==> src/rtl/spi_controller.sv <==
`default_nettype none
// ============================================================================
//  Module   : spi_controller
//  Purpose  : SPI mode-0 write initiator. Takes one {rw, addr, data} request
//             over valid/ready and sends it as a 16-bit MSB-first frame on
//             nCS/SCLK/COPI. The frame timing leaves enough margin for a
//             receiver that samples these lines through 2-FF synchronizers.
//  Ports    : clk, rst_n             - clock, async active-low reset
//             req_valid / req_ready  - request handshake (ready only in IDLE)
//             req_rw/addr/data       - frame bits 15 / 14:8 / 7:0
//             busy                   - frame or gap in progress
//             done                   - one-cycle pulse as nCS returns high
//             nCS, SCLK, COPI        - SPI lines (all registered)
//  Revision : 1.0 - initial release
// ============================================================================
module spi_controller #(
    parameter int CLK_DIV = 4,  // clk cycles per SCLK half-period, >= 3
    parameter int GAP_CYC = 8   // minimum nCS-high cycles between frames, >= 1
) (
    input  logic       clk,
    input  logic       rst_n,
    input  logic       req_valid,
    output logic       req_ready,
    input  logic       req_rw,
    input  logic [6:0] req_addr,
    input  logic [7:0] req_data,
    output logic       busy,
    output logic       done,
    output logic       nCS,
    output logic       SCLK,
    output logic       COPI
);

    localparam int CNT_W = $clog2(CLK_DIV + 1);
    localparam int GAP_W = $clog2(GAP_CYC + 1);

    localparam logic [CNT_W-1:0] HALF_LAST = CNT_W'(CLK_DIV - 1);
    localparam logic [GAP_W-1:0] GAP_LAST  = GAP_W'(GAP_CYC - 1);
    localparam logic [4:0]       LAST_BIT  = 5'd16;

    localparam logic [2:0] S_IDLE  = 3'd0;
    localparam logic [2:0] S_LEAD  = 3'd1;
    localparam logic [2:0] S_SHIFT = 3'd2;
    localparam logic [2:0] S_TRAIL = 3'd3;
    localparam logic [2:0] S_GAP   = 3'd4;

    logic [2:0]       state_q,    state_d;
    logic [CNT_W-1:0] half_cnt_q, half_cnt_d;
    logic [GAP_W-1:0] gap_cnt_q,  gap_cnt_d;
    logic [4:0]       bit_cnt_q,  bit_cnt_d;
    // Bit 15 of the frame goes straight onto COPI at accept, so only the
    // remaining 15 bits need to be held for shifting.
    logic [14:0]      shreg_q,    shreg_d;
    logic             ncs_q,      ncs_d;
    logic             sclk_q,     sclk_d;
    logic             copi_q,     copi_d;
    logic             ready_q,    ready_d;
    logic             busy_q,     busy_d;
    logic             done_q,     done_d;

    always_comb begin
        state_d    = state_q;
        half_cnt_d = half_cnt_q;
        gap_cnt_d  = gap_cnt_q;
        bit_cnt_d  = bit_cnt_q;
        shreg_d    = shreg_q;
        ncs_d      = ncs_q;
        sclk_d     = sclk_q;
        copi_d     = copi_q;
        ready_d    = ready_q;
        busy_d     = busy_q;
        done_d     = 1'b0;

        case (state_q)
            S_IDLE: begin
                if (req_valid && ready_q) begin
                    state_d    = S_LEAD;
                    half_cnt_d = '0;
                    bit_cnt_d  = '0;
                    shreg_d    = {req_addr, req_data};
                    ncs_d      = 1'b0;
                    copi_d     = req_rw;
                    ready_d    = 1'b0;
                    busy_d     = 1'b1;
                end
            end

            // nCS low, SCLK low for one half-period before the first rise.
            S_LEAD: begin
                if (half_cnt_q == HALF_LAST) begin
                    state_d    = S_SHIFT;
                    half_cnt_d = '0;
                    sclk_d     = 1'b1;
                    bit_cnt_d  = bit_cnt_q + 5'd1;
                end else begin
                    half_cnt_d = half_cnt_q + CNT_W'(1);
                end
            end

            // SCLK toggles every half-period. COPI only moves on a falling
            // edge, so it is stable across every rising edge. The low phase
            // after the 16th fall completes the last period before TRAIL.
            S_SHIFT: begin
                if (half_cnt_q == HALF_LAST) begin
                    half_cnt_d = '0;
                    if (sclk_q) begin
                        sclk_d = 1'b0;
                        if (bit_cnt_q != LAST_BIT) begin
                            copi_d  = shreg_q[14];
                            shreg_d = {shreg_q[13:0], 1'b0};
                        end
                    end else if (bit_cnt_q == LAST_BIT) begin
                        state_d = S_TRAIL;
                    end else begin
                        sclk_d    = 1'b1;
                        bit_cnt_d = bit_cnt_q + 5'd1;
                    end
                end else begin
                    half_cnt_d = half_cnt_q + CNT_W'(1);
                end
            end

            S_TRAIL: begin
                if (half_cnt_q == HALF_LAST) begin
                    state_d    = S_GAP;
                    half_cnt_d = '0;
                    gap_cnt_d  = '0;
                    ncs_d      = 1'b1;
                    done_d     = 1'b1;
                    copi_d     = 1'b0;
                end else begin
                    half_cnt_d = half_cnt_q + CNT_W'(1);
                end
            end

            // The done cycle is the first of the GAP_CYC nCS-high cycles.
            S_GAP: begin
                if (gap_cnt_q == GAP_LAST) begin
                    state_d = S_IDLE;
                    ready_d = 1'b1;
                    busy_d  = 1'b0;
                end else begin
                    gap_cnt_d = gap_cnt_q + GAP_W'(1);
                end
            end

            default: begin
                state_d = S_IDLE;
                ncs_d   = 1'b1;
                sclk_d  = 1'b0;
                copi_d  = 1'b0;
                ready_d = 1'b1;
                busy_d  = 1'b0;
            end
        endcase
    end

    always_ff @(posedge clk or negedge rst_n) begin
        if (!rst_n) begin
            state_q    <= S_IDLE;
            half_cnt_q <= '0;
            gap_cnt_q  <= '0;
            bit_cnt_q  <= '0;
            shreg_q    <= '0;
            ncs_q      <= 1'b1;
            sclk_q     <= 1'b0;
            copi_q     <= 1'b0;
            ready_q    <= 1'b1;
            busy_q     <= 1'b0;
            done_q     <= 1'b0;
        end else begin
            state_q    <= state_d;
            half_cnt_q <= half_cnt_d;
            gap_cnt_q  <= gap_cnt_d;
            bit_cnt_q  <= bit_cnt_d;
            shreg_q    <= shreg_d;
            ncs_q      <= ncs_d;
            sclk_q     <= sclk_d;
            copi_q     <= copi_d;
            ready_q    <= ready_d;
            busy_q     <= busy_d;
            done_q     <= done_d;
        end
    end

    assign req_ready = ready_q;
    assign busy      = busy_q;
    assign done      = done_q;
    assign nCS       = ncs_q;
    assign SCLK      = sclk_q;
    assign COPI      = copi_q;

endmodule
`default_nettype wire

==> config.mk <==
export PLATFORM = sky130hd
export DESIGN_NAME = spi_controller
export DESIGN_NICKNAME = d
export VERILOG_FILES = /design/src/rtl/spi_controller.sv
export SDC_FILE = /design/constraint.sdc
export NUM_CORES = 1
export LEC_CHECK = 0
export BUFFER_PORTS_ARGS = -buffer_cell sky130_fd_sc_hd__buf_2
export CELL_PAD_IN_SITES_DETAIL_PLACEMENT = 0
export CELL_PAD_IN_SITES_GLOBAL_PLACEMENT = 1
export CORE_ASPECT_RATIO = 1.5
export CORE_UTILIZATION = 41
export CTS_CLUSTER_SIZE = 12
export DETAILED_ROUTE_END_ITERATION = 16
export PLACE_DENSITY_LB_ADDON = 0.1
export SYNTH_ARGS = -nofsm -noshare
export SYNTH_HDL_FRONTEND = slang
export SYNTH_SLANG_ARGS = --single-unit
==> constraint.sdc <==
create_clock -name clk -period 1.9 [get_ports clk]
set_clock_uncertainty 0.15 [all_clocks]
set_input_delay 0.19 -clock clk [delete_from_list [all_inputs] [get_ports clk]]
set_output_delay 0.19 -clock clk [all_outputs]
set_load 0.02 [all_outputs]
Word level (Yosys, flattened, before mapping) --
Cells that the tools add are included.
Word-level totals: input bits 19, register bits 36, output and inout bits 6
Operators by class: reduce and logical (&&, ||, !) cells 19, multiplexer cells 45, eq/ne operators 19, bitwise gates (word level) 4, $add $sub $neg 3
Operators with widths (number):
- 15-bit 2-to-1 mux | 4
- 15-bit case mux with 2 select lines | 1
- 3-bit 2-to-1 mux | 9
- 5-bit 2-to-1 mux | 5
- 2-bit inequality test, second input constant | 11
- 1-bit 2-to-1 mux | 15
- 3-bit case mux with 5 select lines | 1
- 5-bit case mux with 3 select lines | 1
- 1-bit case mux with 3 select lines | 4
- 3-bit AND reduction | 4
- 6-bit AND reduction | 2
- 3-bit by 2-bit equality test with 1-bit output, second input constant | 3
- 3-bit OR reduction | 3
- 4-bit 2-to-1 mux | 2
- 4-bit case mux with 2 select lines | 1
- 7-bit AND reduction | 1
- 3-bit case mux with 2 select lines | 1
- 2-bit nonzero test | 3
- 5-bit by 1-bit adder with 5-bit output, second input constant | 1
- 5-bit equality test, second input constant | 1
- 5-bit inequality test, second input constant | 1
- 5-bit AND reduction | 1
- 4-bit by 1-bit adder with 4-bit output, second input constant | 1
- 4-bit by 3-bit equality test with 1-bit output, second input constant | 1
- other kinds (10) | 13

Longest topological paths before layout --
Gate-level depths: netlist of run 1.
depth in word-level cells 5, gate-level depth with buffers 7, depth with buffers taken out 6

Least setup slack after synthesis of run 1 --
No wires, ideal clock.
kind reg-to-reg, start point reg half_cnt_q[0], end point reg state_q[0], setup time 125 ps, buffers on the path 1, period minus slack after synthesis 1938 ps, slack -38 ps, required time 1625 ps, arrival time 1663 ps, cell stages (with the launch flop) 7, cells stage by stage dfrtp_1 > ha_1 > nor2b_1 > buf_2 > o22a_1 > o2111ai_1 > mux2_2
On the way: longest elaborated chain between the ends 3, elaborated cells between the ends (all ways) 5, those cells by class eq/ne: 4; reduce/logical: 1
RTL lines:
- start, declared | RTL line 48 | logic [CNT_W-1:0] half_cnt_q, half_cnt_d;
- start signal, assigned | RTL line 173 | half_cnt_q <= half_cnt_d;
- 3-bit by 2-bit equality test with 1-bit output * | RTL line 90, 104, 124
- 2-bit inequality test (no source line)
- 7-bit AND reduction (no source line) *
- end signal, assigned | RTL line 172 | state_q <= state_d;
- end, declared | RTL line 47 | logic [2:0] state_q, state_d;
Mark *: on every way between the ends. The rest lies on a longest branch, timed or not. A chain may end at the register's enable or synchronous reset.

Final worst setup path of run 1 --
Same ends and word-level chain as after synthesis.

==> results of run 1 <==
## critical path, delay by kind of cell, from the launching register on
kind	cells	cell delay, ns
compound gates	2	0.45
fa+ha+maj	1	0.20
buf+inv	1	0.13
flops	1	0.39
mux	1	0.33
simple gates	1	0.14
## power groups by stage
stage | combinational (mW) | sequential, mW | clock, mW
2_1_floorplan | 0.0153 | 0.784 | 0
3_3_place_gp | 0.0575 | 0.782 | 0
3_5_place_dp | 0.0599 | 0.782 | 0
4_1_cts | 0.0615 | 0.768 | 0.586
5_1_grt | 0.0691 | 0.767 | 0.620
6_report | 0.0601 | 0.768 | 0.572
## through the flow
step	worst slack, ns	instance area [um^2]	total power, mW	TNS, ns	std cells
floorplan	0.01439	2023	0.7992	0	181
global placement	-0.03429	2369	0.8400	-0.03498	284
detailed placement	-0.1099	2369	0.8423	-0.5094	284
CTS	0.009819	2519	1.415	0	294
global route	-0.05268	2536	1.456	-0.3727	295
finish	-0.007867	2536	1.400	-0.01265	295
## cell families (layout without fill, tap and decap cells)
kind of cell	Yosys count	after routing	synth area share (%)
buffers and inverters	15	64	3.733
flip-flops	36	36	44.93
AO/OA/AOI/OAI	40	41	14.87
XOR/XNOR	1	1	0.4357
multiplexers	34	34	18.85
adder cells (fa/ha/maj)	4	4	2.489
AND/OR/NAND/NOR	51	51	14.69
## state kept, by name, indices dropped and copies added (netlist names)
register,cells
shreg_q,15
bit_cnt_q,5
gap_cnt_q,4
half_cnt_q,3
state_q,3
COPI,1
SCLK,1
busy,1
done,1
nCS,1
req_ready,1
## cells in the final DEF (no fill, tap or decap), types with 3 or more instances in the layout
cell type	n
nor3_1	4
nand2b_1	3
mux2_2	29
nand3_1	5
buf_2	24
dfrtp_1	34
o21ai_0	8
nor2_1	11
clkbuf_8	6
nand2_1	12
buf_4	21
mux2i_1	3
a21oi_1	3
inv_1	7
nand3b_1	3
## per-layer routing
metal  vias to the layer above  track usage [%]  wire length [um]
met3                        11            4.136               110
met5                         -                0                 0
met1                       802            21.54              1822
met2                        28            38.00              2624
met4                         0            8.225               120
li1                        761                -                 -
## area by class of cell
| class | instances | area [um^2] |
|---|---|---|
| clock buffer | 8 | 90.09 |
| fill | 441 | 2081 |
| inverter | 7 | 26.28 |
| multi-input combinational | 131 | 1097 |
| sequential | 36 | 903.4 |
| tap | 64 | 80.08 |
| timing repair buffer | 49 | 339.1 |
## path summary, 6_finish.rpt
| check | slack, ns | to | start |
|---|---|---|---|
| setup / recovery | -0.008 | state_q[0]$_DFFE_PN0P_ | half_cnt_q[0]$_DFFE_PN0P_ |
| hold / removal | 0.01 | shreg_q[0]$_DFFE_PN0P_ | req_data[0] |
| setup reg to reg | -0.008 | state_q[0]$_DFFE_PN0P_ | half_cnt_q[0]$_DFFE_PN0P_ |
| hold reg to reg | 0.34 | gap_cnt_q[3]$_DFFE_PN0P_ | gap_cnt_q[3]$_DFFE_PN0P_ |
| max in group asynchronous | 1.11 | nCS$_DFFE_PN1P_ | rst_n |
| min in group asynchronous | 0.24 | gap_cnt_q[2]$_DFFE_PN0P_ | rst_n |
## repair_timing
action	in CTS	in global routing
gates resized for setup	10	3
hold buffers	1	0
setup buffers	0	1
endpoints found under the setup margin	20	16
pin swaps	5	3
gates cloned	1	0
endpoints found under the hold margin	36	0
==> reports/qor.txt, run 1 <==
Total track usage = 20.34%
Share of layout cells above drive strength 1 = 44.59%
H-tree depth = 2
Clk Tree Root Cell = clkbuf_8
Drt drc = 0
Fmax achieved = 524.1 MHz
Ports = 25
Starting density of the core = 43.55%
Leakage = 1.180 nW
CP Max Fanout = 6
Routability-driven placement congestion ratio = 0.7857
Sequential share of the synthesized area = 44.93%
Hold Vio Cnt, Final = 0
Hold slack = 0.01166 ns
Critical path, cell by cell = ha_2, nor2b_4, buf_6, o22a_1, o2111ai_2, mux2_4
Clock transition at the registers of the reported paths = 0.07 ns
Net Sw Frac = 21.80%
DRT Wirelength = 4677 um
Critical path data arrival time = 1.93 ns
Global route overflow = 0
Setup WS post-layout = -0.007867 ns
HPWL after detailed placement = 3297 um
Psw = 305.2 uW
Power per Cell Area = 552.0 nW/um^2
Clock latency on the worst-skew pair = 0.29 ns
Core Box Area = 4617 um^2
Number of synthesized flops with an enable pin = 0
Top post-synthesis cells by count = 34 x dfrtp_1, 31 x mux2_2, 12 x nand2_1, 12 x nor2_1, 8 x o21ai_0
Clock share of power = 40.9%
Yosys warnings = 0
RSZ-0062 raised after global routing = yes
Inserted Clock Buffers = 5
CP required = 1.93 ns
Final #Nets = 253
Share of the synthesized area in the top cell type = 42.31%
Die height = 87.77 um
Register bit total from synthesis = 36
Max VDD drop = 0.4078 mV
Die Area = 5194 um^2
Die Span X = 59.18 um
Cell variety after synth = 49
Logic pwr share = 4.3%
Global-route wire length before repair = 7831 um
Avg Inst Size Synth = 11.11 um^2
Number of core rows = 30
Synthesis-to-layout area growth = 26.14%
Dominant cells by area after synthesis = dfrtp_1 42%, mux2_2 17%, dfstp_2 2.6%
Worst Reg-to-Reg Cells = 6
ANT cells = 0
DR WL/cell = 15.85 um
Worst Setup Start Kind = flip-flop
I/O Buffers = 24
Sequential share of power = 54.8%
Setup CP Type = flip-flop to flip-flop
Vias = 1602
Post-synthesis cell count = 181
Clock Path Buffers = 2
Most frequent cell after synthesis = dfrtp_1
Violated checks = negative setup slack
Slowest cell delay on critical path = 0.39 ns
Initial drt markers = 64
Outcome = finished with violations
Top_reg_cell synth = dfrtp_1
TritonCTS Sinks = 36
Util after Layout = 54.93%
DR vias/cell = 5.431
Net count of the mapped netlist = 204
MaxCap Viol Count = 0
HP Class = input port to flip-flop
Setup violators final = 2
Slew headroom = 72.45%
Ys async rst share = 100.0%
Min cycle time layout = 1.908 ns
Period utilization = 100.4%
Drt pass-1 iters = 4
Pint = 1.095 mW
Slowest-stage cell, CP = dfrtp_1
CTS tree = done
CP endpoint kind = flip-flop
Largest net degree at the start of global routing = 37
Hold path cells = 3
Vias in the first global route = 1742
Mapped cell area = 2011 um^2
Slew @ Worst Pin = 0.4101 ns
Post-synth top area cell = dfrtp_1
Antenna viol nets, final = 0
Slew Viols, Final = 0
Initial antenna violation count = 0
Note: power is estimated with default switching activity, not from simulation.
==> run 2, diff against run 1 <==
--- a/config.mk
+++ b/config.mk
@@ -13,6 +13,7 @@
 export CTS_CLUSTER_SIZE = 12
 export DETAILED_ROUTE_END_ITERATION = 16
 export PLACE_DENSITY_LB_ADDON = 0.1
+export REMOVE_ABC_BUFFERS = 1
 export SYNTH_ARGS = -nofsm -noshare
 export SYNTH_HDL_FRONTEND = slang
 export SYNTH_SLANG_ARGS = --single-unit
==> reports/qor.txt, run 2 (synthesis results as in run 1) <==
Outcome = finished, final reports clean (was finished with violations)
Clock latency on the worst-skew pair = 0.28 ns (was 0.29 ns)
Starting density of the core = 43.55% (unchanged)
Leakage = 1.212 nW (was 1.180 nW)
Fill cells = 440 (was 441)
Clock Path Buffers = 2 (unchanged)
Critical path data arrival time = 1.91 ns (was 1.93 ns)
Routability-driven placement congestion ratio = 0.8083 (was 0.7857)
CP Max Fanout = 3 (was 6)
Hold Vio Cnt, Final = 0 (unchanged)
Commonest non-fill, non-tap cell in the layout = dfrtp_1 (unchanged)
Max reg flops = 15 (unchanged)
DR WL/cell = 15.98 um (was 15.85 um)
Final cell count without fillers = 298 (was 295)
Final #Nets = 257 (was 253)
HPWL after detailed placement = 3158 um (was 3297 um)
Period utilization = 99.45% (was 100.4%)
Slew @ Worst Pin = 0.4741 ns (was 0.4101 ns)
Vias in the first global route = 1679 (was 1742)
Synthesis-to-layout area growth = 30.74% (was 26.14%)
Ports = 25 (unchanged)
HP Class = input port to flip-flop (unchanged)
MaxCap Viol Count = 0 (unchanged)
Worst Setup Start Kind = flip-flop (unchanged)
DP Area = 2340 um^2 (was 2369 um^2)
Slew headroom = 68.40% (was 72.45%)
ANT cells = 0 (unchanged)
Number of core rows = 30 (unchanged)
Die Span X = 59.18 um (unchanged)
Hold slack = 0.1156 ns (was 0.01166 ns)
Vias = 1606 (was 1602)
Clock transition at the registers of the reported paths = 0.07 ns (about the same)
Die Area = 5194 um^2 (unchanged)
Power per Cell Area = 536.7 nW/um^2 (was 552.0 nW/um^2)
Util after Layout = 56.94% (was 54.93%)
Max VDD drop = 0.4253 mV (was 0.4078 mV)
I/O Buffers = 24 (unchanged)
Post-route cell area = 2629 um^2 (was 2536 um^2)
Biggest regs = shreg_q (15), bit_cnt_q (5), gap_cnt_q (4) (unchanged)
Multi-input logic area = 1145 um^2 (was 1097 um^2)
Register Area = 904.6 um^2 (was 903.4 um^2)
Initial antenna violation count = 0 (unchanged)
Largest Register = shreg_q (unchanged)
TritonCTS Sinks = 36 (unchanged)
Min cycle time layout = 1.890 ns (was 1.908 ns)
Setup violators final = 0 (was 2)
Drt pass-1 iters = 4 (unchanged)
Die height = 87.77 um (unchanged)
CP required = 1.92 ns (was 1.93 ns)
H-tree depth = 2 (unchanged)
Slew Viols, Final = 0 (unchanged)
Global-route wire length before repair = 7824 um (was 7831 um)
Core Box Area = 4617 um^2 (unchanged)
Antenna viol nets, final = 0 (unchanged)
Tot Pwr = 1.411 mW (was 1.400 mW)
Largest net degree at the start of global routing = 37 (unchanged)
DR vias/cell = 5.389 (was 5.431)
DRT Wirelength = 4763 um (was 4677 um)
CTS tree = done (unchanged)
Share of layout cells above drive strength 1 = 47.86% (was 44.59%)
Global route overflow = 0 (unchanged)
Inserted Clock Buffers = 5 (unchanged)
RSZ-0062 raised after global routing = yes (unchanged)
Total track usage = 20.14% (was 20.34%)
Placed Instances = 283 (was 284)
Initial drt markers = 65 (was 64)
Setup CP Type = flip-flop to flip-flop (unchanged)
Most frequent cells in the layout = 33 x dfrtp_1, 24 x buf_2, 24 x buf_4 (was 34 x dfrtp_1, 29 x mux2_2, 24 x buf_2)
CP endpoint kind = flip-flop (unchanged)
Drt drc = 0 (unchanged)
Fmax achieved = 529.2 MHz (was 524.1 MHz)
Clk Tree Root Cell = clkbuf_8 (unchanged)
[run 2: changes by cell type in the layout (fill, tap and decap cells not counted), sizes merged]
cell and change:
buf +2, dlygate4sd3 +1
[run 2: report_power, final]
group          internal (mW)  total (mW)  switching, mW
Sequential             0.767       0.768       0.000468
Combinational         0.0302      0.0584         0.0282
Clock                  0.323       0.585          0.262
[run 2: area by class of cell]
type	count	share of cell area [%]
repair buffers	53	14.33
multi-input cells	131	43.55
clock buffers	7	3.665
flip-flops and latches	36	34.41
inverters	7	0.9995
well taps	64	3.046
[run 2: path summary, 6_finish.rpt]
path | start | to | slack [ns] | depth (start not counted)
max in group asynchronous | rst_n | state_q[2]$_DFFE_PN0P_ | 0.90 | 3
min in group asynchronous | rst_n | done$_DFF_PN0_ | 0.34 | 3
max reg2reg | half_cnt_q[0]$_DFFE_PN0P_ | state_q[0]$_DFFE_PN0P_ | 0.01 | 6
min | req_addr[0] | shreg_q[8]$_DFFE_PN0P_ | 0.12 | 3
min reg2reg | gap_cnt_q[3]$_DFFE_PN0P_ | gap_cnt_q[3]$_DFFE_PN0P_ | 0.32 | 1
max | half_cnt_q[0]$_DFFE_PN0P_ | state_q[0]$_DFFE_PN0P_ | 0.01 | 6
[run 2: metrics by stage]
step / setup slack, ns / setup TNS, ns
2_1_floorplan: -0.1903 / -3.283
6_report: 0.01047 / 0
3_3_place_gp: -0.07691 / -0.1737
5_1_grt: -0.04135 / -0.3623
4_1_cts: 0.004821 / 0
3_5_place_dp: -0.1383 / -0.3513
[run 2: critical path, cell delays in order (launching register included)]
cell and delay (ns):
dfrtp_1 0.40, ha_2 0.21, nor2b_4 0.14, buf_6 0.12
o22a_1 0.20, o2111ai_2 0.24, mux2_4 0.33
[run 2: routing by layer]
metal / up-vias / GRT usage (%) / routed length [um]
li1: 776 / - / -
met1: 792 / 22.89 / 1944
met2: 32 / 36.47 / 2659
met3: 6 / 3.988 / 105
met4: 0 / 7.143 / 53
met5: - / 0 / 0
[run 2: timing repair]
action,in CTS,in global routing
endpoints found under the setup margin,21,18
hold buffers,2,0
buffers inserted,1,3
endpoints found under the hold margin,35,0
gates cloned,1,1
resized for setup,11,18
pin swaps,3,8
